### config.mk
export PLATFORM = sky130hd
export DESIGN_NAME = combo_meter_fx
export DESIGN_NICKNAME = d
export VERILOG_FILES = /design/src/rtl/combo_meter_fx.sv
export SDC_FILE = /design/constraint.sdc
export NUM_CORES = 1
export LEC_CHECK = 0
export CAP_MARGIN = 30
export CORE_AREA = 2 2 75 77
export DETAILED_ROUTE_END_ITERATION = 16
export DIE_AREA = 0 0 77 79
export GPL_ROUTABILITY_DRIVEN = 0
export PLACE_DENSITY = 0.88
export SETUP_SLACK_MARGIN = 0.15
export SYNTH_ARGS = -nofsm -noshare
export SYNTH_HDL_FRONTEND = slang
export SYNTH_SLANG_ARGS = --single-unit
### constraint.sdc
create_clock -name clk -period 3.9 [get_ports clk]
set_clock_uncertainty 0.1 [all_clocks]
set_input_delay 0.975 -clock clk [delete_from_list [all_inputs] [get_ports clk]]
set_output_delay 0.975 -clock clk [all_outputs]
set_load 0.02 [all_outputs]
### src/rtl/combo_meter_fx.sv
// Combo meter: clamped thermometer bar with max-combo sweep and break drain; optional blink via COMBO_METER_BLINK_EN.
// Latency 1 cycle combo->led in BAR; no backpressure, combo is sampled every clk edge.
module combo_meter_fx #(
  parameter int N_LEDS      = 16,
  parameter int CW          = 5,
  parameter int MAX_COMBO   = 16,
  parameter int STEP_CYCLES = 2500000
) (
  input  logic              clk,
  input  logic              rst,
  input  logic [CW-1:0]     combo,
  output logic [N_LEDS-1:0] led,
  output logic              busy
);

  localparam int LW = $clog2(N_LEDS + 1);
  localparam int SW = (STEP_CYCLES > 1) ? $clog2(STEP_CYCLES) : 1;
  localparam logic [SW-1:0] TICK_AT = SW'(STEP_CYCLES - 1);
  localparam logic [LW-1:0] FULL    = LW'(N_LEDS);

  typedef enum logic [1:0] {BAR, SWEEP, DRAIN} state_t;

  state_t            state, state_nxt;
  logic [LW-1:0]     lit, lit_nxt, pos, pos_nxt, target;
  logic [CW-1:0]     prev_combo;
  logic [SW-1:0]     cnt, cnt_nxt;
  logic [N_LEDS-1:0] led_nxt;
  logic              tick, rise, brk;

  function automatic logic [N_LEDS-1:0] thermo(input logic [LW-1:0] k);
    logic [N_LEDS-1:0] t;
    t = '0;
    for (int i = 0; i < N_LEDS; i++) t[i] = (i < int'(k));
    return t;
  endfunction

  always_comb begin
    target = FULL;
    if (int'(combo) < N_LEDS) target = LW'(combo);
  end

  assign tick = (cnt == TICK_AT);
  assign rise = (int'(combo) >= MAX_COMBO) && (int'(prev_combo) < MAX_COMBO);
  assign brk  = (combo == '0) && (prev_combo != '0);

  always_comb begin
    state_nxt = state;
    lit_nxt   = lit;
    pos_nxt   = pos;
    case (state)
      BAR: begin
        lit_nxt = target;
        if (rise) begin
          state_nxt = SWEEP;
          pos_nxt   = '0;
          lit_nxt   = '0;
        end else if (brk) begin
          state_nxt = DRAIN;
          lit_nxt   = lit;
        end
      end
      SWEEP: begin
        lit_nxt = pos;
        if (combo == '0) begin
          state_nxt = DRAIN;
        end else if (tick) begin
          // Full bar is held for one extra step before handing back to BAR.
          if (pos == FULL) begin
            state_nxt = BAR;
            lit_nxt   = target;
          end else begin
            pos_nxt = pos + LW'(1);
            lit_nxt = pos + LW'(1);
          end
        end
      end
      DRAIN: begin
        if (rise) begin
          state_nxt = SWEEP;
          pos_nxt   = '0;
          lit_nxt   = '0;
        end else if (target >= lit) begin
          state_nxt = BAR;
          lit_nxt   = target;
        end else if (tick) begin
          lit_nxt = lit - LW'(1);
          if (lit - LW'(1) == target) state_nxt = BAR;
        end
      end
      default: state_nxt = BAR;
    endcase
  end

  // Step counter only runs inside an animation and restarts on every state entry.
  always_comb begin
    cnt_nxt = cnt + SW'(1);
    if (state_nxt != state || state_nxt == BAR || tick) cnt_nxt = '0;
  end

`ifdef COMBO_METER_BLINK_EN
  localparam int BLINK_LEN = 8 * STEP_CYCLES;
  localparam int BW        = $clog2(BLINK_LEN);
  logic [BW-1:0] blink_cnt, blink_cnt_nxt;
  logic          full_bar;

  assign full_bar = (state_nxt == BAR) && (lit_nxt == FULL);

  always_comb begin
    blink_cnt_nxt = blink_cnt + BW'(1);
    if (!full_bar || blink_cnt == BW'(BLINK_LEN - 1)) blink_cnt_nxt = '0;
    led_nxt = thermo(lit_nxt);
    if (full_bar && blink_cnt >= BW'(4 * STEP_CYCLES)) led_nxt = '0;
  end

  always_ff @(posedge clk) begin
    if (rst) blink_cnt <= '0;
    else     blink_cnt <= blink_cnt_nxt;
  end
`else
  always_comb led_nxt = thermo(lit_nxt);
`endif

  always_ff @(posedge clk) begin
    if (rst) begin
      state      <= BAR;
      lit        <= '0;
      pos        <= '0;
      prev_combo <= '0;
      cnt        <= '0;
      led        <= '0;
      busy       <= 1'b0;
    end else begin
      state      <= state_nxt;
      lit        <= lit_nxt;
      pos        <= pos_nxt;
      prev_combo <= combo;
      cnt        <= cnt_nxt;
      led        <= led_nxt;
      busy       <= (state_nxt != BAR);
    end
  end

endmodule

# --- Word level (Yosys, flattened, before mapping) ---
# Index checks and enable logic that the tools add are counted.
word_totals:
  register_bits: 56
  latchBits: 0
  mem_bits_rw: 0
  rom_bits: 0
  in_bits: 7
  output_inout_bits: 17
  elab_cells: 78
  n_memories: 0
classes:
  addsub: 3
  mul: 0
  n_div: 0
  magnitude_cmp: 20
  eq_ne: 10
  shift: 0
  mux: 25
  bitwise: 0
  n_reduce_logical: 13
op_table:
  columns: ["cell", "n"]
  rows:
  - ["5-bit two-way mux", 13]
  - ["4-bit by 5-bit < comparator with 1-bit output (first input constant)", 8]
  - ["22-bit by 1-bit adder with 22-bit output (second input constant)", 1]
  - ["22-bit equality test (second input constant)", 1]
  - ["3-bit by 5-bit < comparator with 1-bit output (first input constant)", 4]
  - ["2-bit two-way mux", 9]
  - ["5-bit one-hot mux with 3 select lines", 1]
  - ["1-bit by 5-bit < comparator with 1-bit output (first input constant)", 2]
  - ["2-bit by 5-bit < comparator with 1-bit output (first input constant)", 2]
  - ["5-bit < comparator (second input constant)", 2]
  - ["5-bit one-hot mux with 2 select lines", 1]
  - ["2-bit inequality test (second input constant)", 3]
  - ["2-bit one-hot mux with 3 select lines", 1]
  - ["5-bit by 1-bit adder with 5-bit output (second input constant)", 1]
  - ["5-bit equality test", 1]
  - ["5-bit equality test (second input constant)", 1]
  - ["5-bit greater-or-equal comparator", 1]
  - ["5-bit greater-or-equal comparator (second input constant)", 1]
  - ["5-bit logical NOT", 1]
  - ["5-bit AND reduction", 1]
  - ["5-bit nonzero test", 1]
  - ["5-bit by 1-bit subtractor with 5-bit output (second input constant)", 1]
  - ["2-bit logical NOT", 2]
  - ["2-bit nonzero test", 2]
  - ["7 further kinds", 10]

# --- Longest topological paths before layout ---
logic_depth:
  depth_word: 12
  depth_mapped: 11
  depth_no_buf: 11

# --- Least setup slack after synthesis ---
# OpenSTA, ideal clock, no wires.
synth_path:
  path_type: "input port to flip-flop"
  from: "input port combo[4]"
  to: "register led[14]"
  setup_ns: 0.069
  t_arrival_ns: 3.296
  required_time_ns: 3.731
  slack_ns: 0.435
  path_stages: 11
  path_buffers: 1
  path_cell_list: "clkbuf_1 -> nand2b_1 -> ha_1 -> nor2b_1 -> o21ai_0 -> a31oi_1 -> nor2_1 -> a211oi_1 -> o31ai_2 -> or2_1 -> o21ai_1"
synth_via:
  elab_chain_len: 7
  word_cells_on_any_way: 16
  classes_between: "order compare: 4; mux: 9; reduce/logical: 3"
synth_lines:
  columns: ["item", "line", "text"]
  rows:
  - ["start: declaration", "11", "input logic [CW-1:0] combo,"]
  - ["5-bit < comparator", "39", "if (int'(combo) < N_LEDS) target = LW'(combo);"]
  - ["5-bit two-way mux", "39", null]
  - ["5-bit greater-or-equal comparator / 5-bit two-way mux (equally long branches)", "82, 68", null]
  - ["5-bit two-way mux, on equally long branches", "82, 66", null]
  - ["5-bit two-way mux, on equally long branches", "78, 64", null]
  - ["5-bit one-hot mux with 3 select lines (*)", "50", "case (state)"]
  - ["4-bit by 5-bit < comparator with 1-bit output (*)", "33", "for (int i = 0; i < N_LEDS; i++) t[i] = (i < int'(k));"]
  - ["end signal: assignment", "138", "led <= led_nxt;"]
  - ["end: declaration", "12", "output logic [N_LEDS-1:0] led,"]
# Every way passes the cells marked *; elsewhere a longest branch is shown, timed or not.
# A chain may end at the register's enable or synchronous reset.

# --- Final worst setup path ---
layout_path:
  from: "input port combo[2]"
  to: "register led[14]"
# Same word-level chain as after synthesis.

==> results.tsv <==
metric	value	unit
Final Cycle Share	0.902	
CP startpoint	combo[2]	
maximum clock rate	0.284	GHz
Buffers on Ports	23	
Worst Path Max Fanout	5	
status	finished clean	
EDFF count, synth	0	
Synth top cells by count	dfxtp_1, nor2_1, nand2_1	
PD cells	339	mW/mm^2
Arr. time, crit path	3.68	ns
Max Slew Vio Count	0	
CTS Root Cell	clkbuf_8	
antenna fix cells	0	
endpoints failing setup	0	
total net switching power	318	uW
Worst Setup Slack post-DPL	0.0303	ns
startpoint types	input pin	
CP top delay family	compound AO/OA/AOI/OAI gates	
post-synth top area share	0.368	
Synth warnings	0	
Detailed Route WL	7100	um
MaxCap Viol Count	0	
Synth Net Count	372	
antenna violations before repair	0	
number of cells on the worst reg-to-reg path	8	
crit-path max cell delay	0.50	ns
I/O pin count	24	
Post-Syn Area per Cell	8.41	um^2
Reg2Reg Setup Slack	0.93	ns
aggregate global-route resource usage	0.241	
CTS tree	done	
die span in y	79	um
Worst Path Buf+Inv	2	
worst hold path type	register to register	
first-pass GRT wire length	11800	um
final core utilization	0.649	
residual DRC count	0	
core area	0.00534	mm^2
Fin Setup TNS	0	ns
sequential share of power	0.505	
clock power share	0.341	
Nets	401	
combinational power share	0.154	
switch share	0.271	
gr ovfl total	0	
Critical-path top delay cell	clkdlybuf4s50_1	
cell-by-cell trace of the critical path	clkdlybuf4s50_1 -> or2b_2 -> inv_1 -> ha_1 -> a21oi_1 -> o21ai_0 -> a31o_2 -> a211o_1 -> o211ai_1 -> o21ai_2 -> or2_1 -> o21ai_1	
worst vdd ir	0.216	mV
Worst-Margin Slew	0.551	ns
Synth cell types	69	
Yosys reg bits	55	
DR vias	2741	
Num CTS Buffers	5	
DP Wirelength	5110	um
Vias/cell	5.98	
Initial Util	0.561	
Cell Area, Synth	0.00300	mm^2
critical path depth	12	
Synth Instances	356	
clock-pin slew on the worst setup and hold paths	0.11	ns
synth top area cells	dfxtp_1, nor2_1, xnor2_1, ha_1, a21oi_1	
drt wl/cell	15.5	um
Post-DRT Antenna Nets	0	
Starting DRT DRC Count	310	
first-pass iteration count of the detailed router	5	
Pleak	1.27	nW
reg2reg start	cnt[8]	
sequential fraction of the synthesis area	0.368	
critical path endpoint	led[14]	
r2r endpoint	led[9]	
Yosys top cell by area	dfxtp_1	
row count	27	
die width	77	um
required time worst endpoint	4.06	ns
RSZ-0062 raised after global routing	no	
Die Footprint	0.00608	mm^2
asr flop ratio synth	0	
largest net degree at the start of global routing	23	
CTS max path bufs	2	
P_int	858	uW
vias in the first global route	2657	
Worst Path Class, Setup	input pin to register	
H-Tree Level Count	2	
Slew HR	0.630	
hold depth	1	
final worst slack	0.384	ns
worst skew pair latency	0.32	ns
CP Capture Type	register	
Tmin final	3.52	ns
top-count cell post-synth	dfxtp_1	
proportion of layout cells with a drive suffix above 1	0.119	
area grow syn2layout	15.7	%
Final Hold Vio Count	0	
Sink Count	55	
most used flip-flop cell after synthesis	dfxtp_1	
[power by group through the flow]
stage	Clock (mW)	Sequential, mW	Combinational (mW)
floorplan	0	0.620	0.0947
global placement	0	0.607	0.168
detailed placement	0	0.607	0.172
CTS	0.405	0.594	0.175
global route	0.429	0.597	0.194
finish	0.401	0.595	0.181
[sequential cells by signal (all words and copies together) (netlist names)]
name        flops
lit             4
prev_combo      5
led            16
busy            1
pos             5
cnt            22
state           2
[per-stage QoR]
stage	cells	hold WS, ns	cell area, um^2	power, mW
2_1_floorplan	356	0.326	3000	0.714
4_1_cts	457	0.383	3440	1.17
5_1_grt	458	0.420	3470	1.22
3_3_place_gp	449	0.345	3330	0.775
6_report	458	0.370	3470	1.18
3_5_place_dp	449	0.359	3330	0.779
[worst min path at each step]
stage,slack [ns],start,to
finish,0.37,cnt[0],cnt[0]
global route,0.42,cnt[0],cnt[0]
CTS,0.38,cnt[0],cnt[0]
detailed placement,0.36,cnt[0],cnt[0]
global placement,0.34,cnt[0],cnt[0]
floorplan,0.33,cnt[0],cnt[0]
[cell type report]
type	instances	area [um^2]
fillers	448	1870
multi-input cells	265	1750
flip-flops and latches	55	1100
repair buffers	35	323
well taps	72	90.1
inverters	23	86.3
clock buffers	5	68.8
clock inverters	3	50.0
[per-layer routing]
layer	wire length [um]	track usage	vias up
li1	-	-	1308
met1	2850	0.288	1267
met2	3470	0.417	129
met3	488	0.0489	37
met4	294	0.114	0
met5	0	0	-
[layout by cell type, fill, tap and decap left out, types with 3 or more instances in the layout]
cell / count
o21ai_1: 4
a211oi_1: 4
nor3_1: 11
and4_1: 3
clkbuf_8: 5
inv_1: 23
clkdlybuf4s50_1: 22
a21oi_1: 22
nor2b_1: 12
o211ai_1: 3
dfxtp_1: 55
nand2_1: 28
nor4_1: 4
xnor2_1: 15
ha_1: 9
nor2_1: 42
or3_1: 4
o21ai_0: 17
nand3_1: 12
mux2i_1: 4
a31oi_1: 5
nand2b_1: 3
xor2_1: 8
buf_4: 12
and3_1: 4
[what timing repair did]
action,CTS,global route
setup buffers,0,1
gates resized for setup,0,3
endpoints found under the setup margin,0,11
hold buffers,0,0
[logic make-up after synthesis]
kind of cell               synth area share
xor gates and xnor gates             0.0673
AOI/OAI and AO/OA                     0.181
and+or+nand+nor                       0.276
muxes                                0.0171
buffers and inverters                0.0530
adders and majority gates            0.0376
DFF                                   0.368
(Power assumes the default switching activity.)
